## src/rtl/coproc_sched.sv

```systemverilog
// In-order commit/kill buffer between the X-interface issue/commit channels and a
// single-issue coprocessor execute unit, returning write-back results on a valid/ready channel.
module coproc_sched #(
    parameter int X_ID_WIDTH = 4,
    parameter int XLEN       = 32,
    parameter int DEPTH      = 4
) (
    input  logic                   clk_i,
    input  logic                   rst_i,
    input  logic                   issue_valid,
    output logic                   issue_ready,
    input  logic [X_ID_WIDTH-1:0]  issue_req_id,
    input  logic [31:0]            issue_req_instr,
    input  logic [2*XLEN-1:0]      issue_req_rs,
    input  logic                   issue_req_writeback,
    input  logic                   commit_valid,
    input  logic [X_ID_WIDTH-1:0]  commit_id,
    input  logic                   commit_kill,
    output logic                   exe_valid,
    input  logic                   exe_ready,
    output logic [31:0]            exe_instr,
    output logic [2*XLEN-1:0]      exe_rs,
    input  logic                   exe_done,
    input  logic [XLEN-1:0]        exe_data,
    output logic                   result_valid,
    input  logic                   result_ready,
    output logic [X_ID_WIDTH-1:0]  result_id,
    output logic [XLEN-1:0]        result_data,
    output logic [4:0]             result_rd,
    output logic                   result_we,
    output logic [$clog2(DEPTH):0] count
);
    localparam int PTR_W = $clog2(DEPTH);
    localparam int CNT_W = PTR_W + 1;

    typedef enum logic [1:0] {ENT_PEND, ENT_COMMIT, ENT_KILL} ent_state_t;
    typedef enum logic [1:0] {S_IDLE, S_DISPATCH, S_WAIT, S_RESULT} fsm_t;

    logic                  ent_valid [DEPTH];
    ent_state_t            ent_state [DEPTH];
    logic [X_ID_WIDTH-1:0] ent_id    [DEPTH];
    logic [31:0]           ent_instr [DEPTH];
    logic [2*XLEN-1:0]     ent_rs    [DEPTH];
    logic                  ent_wb    [DEPTH];

    logic [PTR_W-1:0] head_q;
    logic [PTR_W-1:0] tail_q;
    logic [CNT_W-1:0] count_q;
    fsm_t             state_q;
    fsm_t             state_d;

    logic       id_busy;
    logic       push;
    logic       pop;
    logic       capture;
    logic       head_valid;
    ent_state_t head_state;
    logic       head_wb;
    ent_state_t resolved_state;

    // A duplicate ID in flight would make commit matching ambiguous, so it is refused.
    always_comb begin
        id_busy = 1'b0;
        for (int i = 0; i < DEPTH; i++) begin
            if (ent_valid[i] && (ent_id[i] == issue_req_id)) begin
                id_busy = 1'b1;
            end
        end
    end

    assign issue_ready = (count_q < CNT_W'(DEPTH)) && !id_busy;
    assign push        = issue_valid && issue_ready;
    assign count       = count_q;

    assign head_valid = ent_valid[head_q];
    assign head_state = ent_state[head_q];
    assign head_wb    = ent_wb[head_q];

    assign resolved_state = commit_kill ? ENT_KILL : ENT_COMMIT;

    always_comb begin
        state_d = state_q;
        pop     = 1'b0;
        capture = 1'b0;
        case (state_q)
            S_IDLE: begin
                if (head_valid) begin
                    if (head_state == ENT_KILL) begin
                        pop = 1'b1;
                    end else if (head_state == ENT_COMMIT) begin
                        state_d = S_DISPATCH;
                    end
                end
            end
            S_DISPATCH: begin
                if (exe_ready) begin
                    state_d = S_WAIT;
                end
            end
            S_WAIT: begin
                if (exe_done) begin
                    if (head_wb) begin
                        capture = 1'b1;
                        state_d = S_RESULT;
                    end else begin
                        pop     = 1'b1;
                        state_d = S_IDLE;
                    end
                end
            end
            S_RESULT: begin
                if (result_ready) begin
                    pop     = 1'b1;
                    state_d = S_IDLE;
                end
            end
            default: state_d = S_IDLE;
        endcase
    end

    assign exe_valid    = (state_q == S_DISPATCH);
    assign exe_instr    = exe_valid ? ent_instr[head_q] : '0;
    assign exe_rs       = exe_valid ? ent_rs[head_q] : '0;
    assign result_valid = (state_q == S_RESULT);

    // Control state: pointers, occupancy, entry lifecycle, FSM and result channel.
    always_ff @(posedge clk_i) begin
        if (rst_i) begin
            state_q     <= S_IDLE;
            head_q      <= '0;
            tail_q      <= '0;
            count_q     <= '0;
            result_id   <= '0;
            result_data <= '0;
            result_rd   <= '0;
            result_we   <= 1'b0;
            for (int i = 0; i < DEPTH; i++) begin
                ent_valid[i] <= 1'b0;
                ent_state[i] <= ENT_PEND;
            end
        end else begin
            state_q <= state_d;
            for (int i = 0; i < DEPTH; i++) begin
                if (commit_valid && ent_valid[i] && (ent_state[i] == ENT_PEND) &&
                    (ent_id[i] == commit_id)) begin
                    ent_state[i] <= resolved_state;
                end
            end
            if (push) begin
                ent_valid[tail_q] <= 1'b1;
                ent_state[tail_q] <= (commit_valid && (commit_id == issue_req_id))
                                     ? resolved_state : ENT_PEND;
                tail_q            <= tail_q + PTR_W'(1);
            end
            if (pop) begin
                ent_valid[head_q] <= 1'b0;
                head_q            <= head_q + PTR_W'(1);
            end
            count_q <= count_q + CNT_W'(push) - CNT_W'(pop);
            if (capture) begin
                result_id   <= ent_id[head_q];
                result_data <= exe_data;
                result_rd   <= ent_instr[head_q][11:7];
                result_we   <= 1'b1;
            end
        end
    end

    // Entry payload is only meaningful while its valid bit is set.
    always_ff @(posedge clk_i) begin
        if (push) begin
            ent_id[tail_q]    <= issue_req_id;
            ent_instr[tail_q] <= issue_req_instr;
            ent_rs[tail_q]    <= issue_req_rs;
            ent_wb[tail_q]    <= issue_req_writeback;
        end
    end

endmodule

```

## config.mk

```make
export PLATFORM = sky130hd
export DESIGN_NAME = coproc_sched
export DESIGN_NICKNAME = d
export VERILOG_FILES = /design/src/rtl/coproc_sched.sv
export SDC_FILE = /design/constraint.sdc
export NUM_CORES = 1
export LEC_CHECK = 0
export ABC_CLOCK_PERIOD_IN_PS = 7550
export BUFFER_PORTS_ARGS = -buffer_cell sky130_fd_sc_hd__buf_2
export CAP_MARGIN = 10
export CELL_PAD_IN_SITES_DETAIL_PLACEMENT = 0
export CELL_PAD_IN_SITES_GLOBAL_PLACEMENT = 1
export CORE_MARGIN = 10
export CORE_UTILIZATION = 30
export CTS_CLUSTER_SIZE = 28
export DETAILED_ROUTE_END_ITERATION = 7
export GPL_TIMING_DRIVEN = 0
export MAX_ROUTING_LAYER = met4
export PLACE_DENSITY_LB_ADDON = 0.1
export SYNTH_ARGS = -nofsm -noshare
export SYNTH_HDL_FRONTEND = slang
export SYNTH_SLANG_ARGS = --single-unit
```

## constraint.sdc

```tcl
create_clock -name clk_i -period 7.55 [get_ports clk_i]
set_input_delay 0.755 -clock clk_i [delete_from_list [all_inputs] [get_ports clk_i]]
set_output_delay 0.755 -clock clk_i [all_outputs]
set_load 0.05 [all_outputs]
```

==> results.cfg <==
[logic_synthesis]
muxShareOfSynthArea_pct = 13.11
synth-compound-area-share_pct = 2.025
synth_xor_area_share_pct = 1.855
synth_nets = 1177
syn_avg_cell_area_sq_um = 18.04
synth_common_cells = edfxtp_1, mux4_2, and2_1
synth_top_cell_by_area = edfxtp_1
yosysWarnings = 0
synth_adder_area_share_pct = 0.7882
synth-async-reset-ratio_pct = 0
synthSimpleGateAreaFrac_pct = 7.087
ys_top_cells_by_area = edfxtp_1, mux4_2, dfxtp_1, and2_1, nand2_1
ys_seq_area_share_pct = 73.38
synth_edf_count = 412
ys.flop_type = edfxtp_1
yosysUniqueCellTypes = 40
syn_area_sq_um = 18410
synth_top_area_share_pct = 67.19
syn_inst = 1021
synth_top_family_by_area = multiplexers
synth_seq_cells = 469
synth.most_common_cell = edfxtp_1

[clock_tree]
path_clk_slew_ps = 60
numCtsBuffers = 54
cts_htree_levels = 2
clock_latency_ps = 590
cts.repair.resized = 0
clk_path_buf_depth = 3
post-cts-setup-buffers = 0
ctsHoldBuffers = 0
cts_num_sinks = 469
cts-root-buf = clkbuf_16
tritoncts = done

[worst_hold_path]
min_from = issue_req_rs[37]
hp-class = in2reg
min_to = ent_rs[1][37]$_DFFE_PP_
whs_path_depth = 1

[place]
portBuffers = 284
routabilityCongestion = 0.7515
dp_cells = 2092
post-dp-hpwl_um = 32630

[sta]
worst_pin_slew_ps = 922.4
slew-limit-headroom_pct = 38.51
finalCriticalPeriod_ps = 4123
setup_violations = 0
rsz0062_at_grt = false
period_share_pct = 54.61
finalMaxSlewViolations = 0
fmax_mhz = 242.5
skew_ps = 8.939
hold_violations = 0
final.setup.tns_ps = 0

[finish]
layout-drive-gt1-share_pct = 35.46
final_nets = 1522
stdcell_count = 2201
area_delta_synth_final_pct = 23.28

[setup_path]
required_ps = 6800
crit-reg2reg-launch = ent_id[3][3]$_DFFE_PP_
end_kind = primary output
worstSetupPathType = reg2out
cp-start-kind = flip-flop
rrSetupSlack_ps = 4450
reg2reg_to = count[2]$_SDFF_PP0_
worstPathArrival_ps = 3370
worst-path-max-fanout = 10
r2r_cells = 13

[global_routing]
grt_max_degree = 68
antenna_found_initial = 10
gr-usage-all-layers_pct = 13.98
grt_pass1_wl_um = 73150
globalRoute.totalOverflow = 0
first_global_vias = 11183

[power_and_ir_drop]
pwr-share-clk_pct = 37.0
p_seq_share_pct = 45.0
p_switching_mw = 1.942
p_leak_nw = 8.026
total_power_mw = 6.865
p_int_mw = 4.923
p_comb_share_pct = 18.0
vdd_drop_max_mv = 0.1720
switching_share_pct = 28.28
power.density_nw_per_um2 = 302.4

[floorplan]
start_util_pct = 30.39
die-area_sq_um = 71690
io_pins = 289
fp.coreArea_sq_um = 60580
dieWidth_um = 267.8
num_rows = 90
die_y_um = 267.8

[route]
dr.pass1.iters = 4
vias_per_cell = 4.607
vias = 10139
wl_um = 49080
detail-route-antenna-nets = 0
dr.first_iter.drc_count = 476
wl_per_cell_um = 22.30
drc = 0

[run_status]
status = finished, final reports clean

[run]
maxCapViolCount = 0
final cells by class:
class	instances	area, sq um
Timing Repair Buffer	289	1543
Sequential cell	469	13510
Antenna cell	9	22.52
Clock inverter	29	255.2
Buffer	60	270.3
Fill cell	5775	37880
Clock buffer	71	1468
Inverter	14	72.57
Multi-Input combinational cell	478	4578
Tap cell	782	978.4
worst max-delay path by stage:
stage / startpoint / to / slack, ps / cells past startpoint
6_report: flip-flop / exe_rs[55] / 3430 / 6
5_1_grt: state_q[0]$_SDFFE_PP0P_ / exe_rs[50] / 3160 / 7
4_1_cts: flip-flop / exe_rs[61] / 3180 / 6
3_3_place_gp: issue_req_id[2] / ent_state[2][1]$_DFFE_PP_ / 520 / 9
2_1_floorplan: issue_req_id[2] / ent_state[0][0]$_DFFE_PP_ / 3260 / 8
3_5_place_dp: issue_req_id[3] / count[2]$_SDFF_PP0_ / 3780 / 15
layout by cell type (no fill, tap or decap), drive strengths merged, types with 7 or more instances in the layout:
cell type	instances
nand3	7
inv	15
and2	98
ha	10
and3	9
clkbuf	109
buf	311
xnor2	13
clkinv	22
mux4	104
edfxtp	412
diode	9
dfxtp	57
nor2	14
a21oi	47
xor2	26
nand2	98
metrics by stage:
step	worst slack, ps	instance area (sq um)	hold slack, ps	utilization, %
3_3_place_gp	518.9	20810	439.4	34.36
3_5_place_dp	3775	20960	443.9	34.59
5_1_grt	3160	22700	346.2	37.47
4_1_cts	3175	22680	326.1	37.43
6_report	3427	22700	376.7	37.47
2_1_floorplan	3257	18410	478.6	-
worst max-delay path, cell delays in order, from the launching register on:
cell      delay, ps
dfxtp_1         300
buf_2           300
clkbuf_1        740
clkbuf_1        610
mux4_2          420
and2_1          180
buf_2           210
flip-flops by register name, summed over array words and instances, names as in the netlist, named ones only:
name and flops:
result_id 4, ent_instr 128, result_data 32, ent_rs 256, head_q 2, ent_state 8
ent_wb 4, result_we 1, state_q 2, ent_valid 4, result_rd 5, count 3
ent_id 16, tail_q 2
power by group through the flow:
stage	Clock, mW	Combinational (mW)	Sequential, mW
finish	2.54	1.23	3.09
global route	2.74	1.34	3.11
CTS	2.63	1.28	3.09
detailed placement	0	1.28	3.15
global placement	0	1.26	3.18
floorplan	0	0.821	3.18
cell families (layout without fill, tap and decap cells):
group                      count (synthesis)  count (layout)
AOI/OAI and AO/OA                         64              64
DFF                                      469             469
xor gates and xnor gates                  39              39
other                                      0               9
buffers and inverters                     74             463
adders and majority gates                 11              11
muxes                                    111             111
and+or+nand+nor                          253             253
metal layers:
metal | track usage, % | part of all wire, % | wire length [um] | vias up
met1 | 16.80 | 42 | 20770 | 5159
li1 | - | - | - | 4652
met3 | 3.711 | 6.5 | 3170 | 65
met2 | 23.12 | 49 | 24250 | 263
met4 | 3.634 | 1.8 | 887 | 0
met5 | - | 0 | 0 | -
No activity file was read; power rests on OpenSTA's default activity.
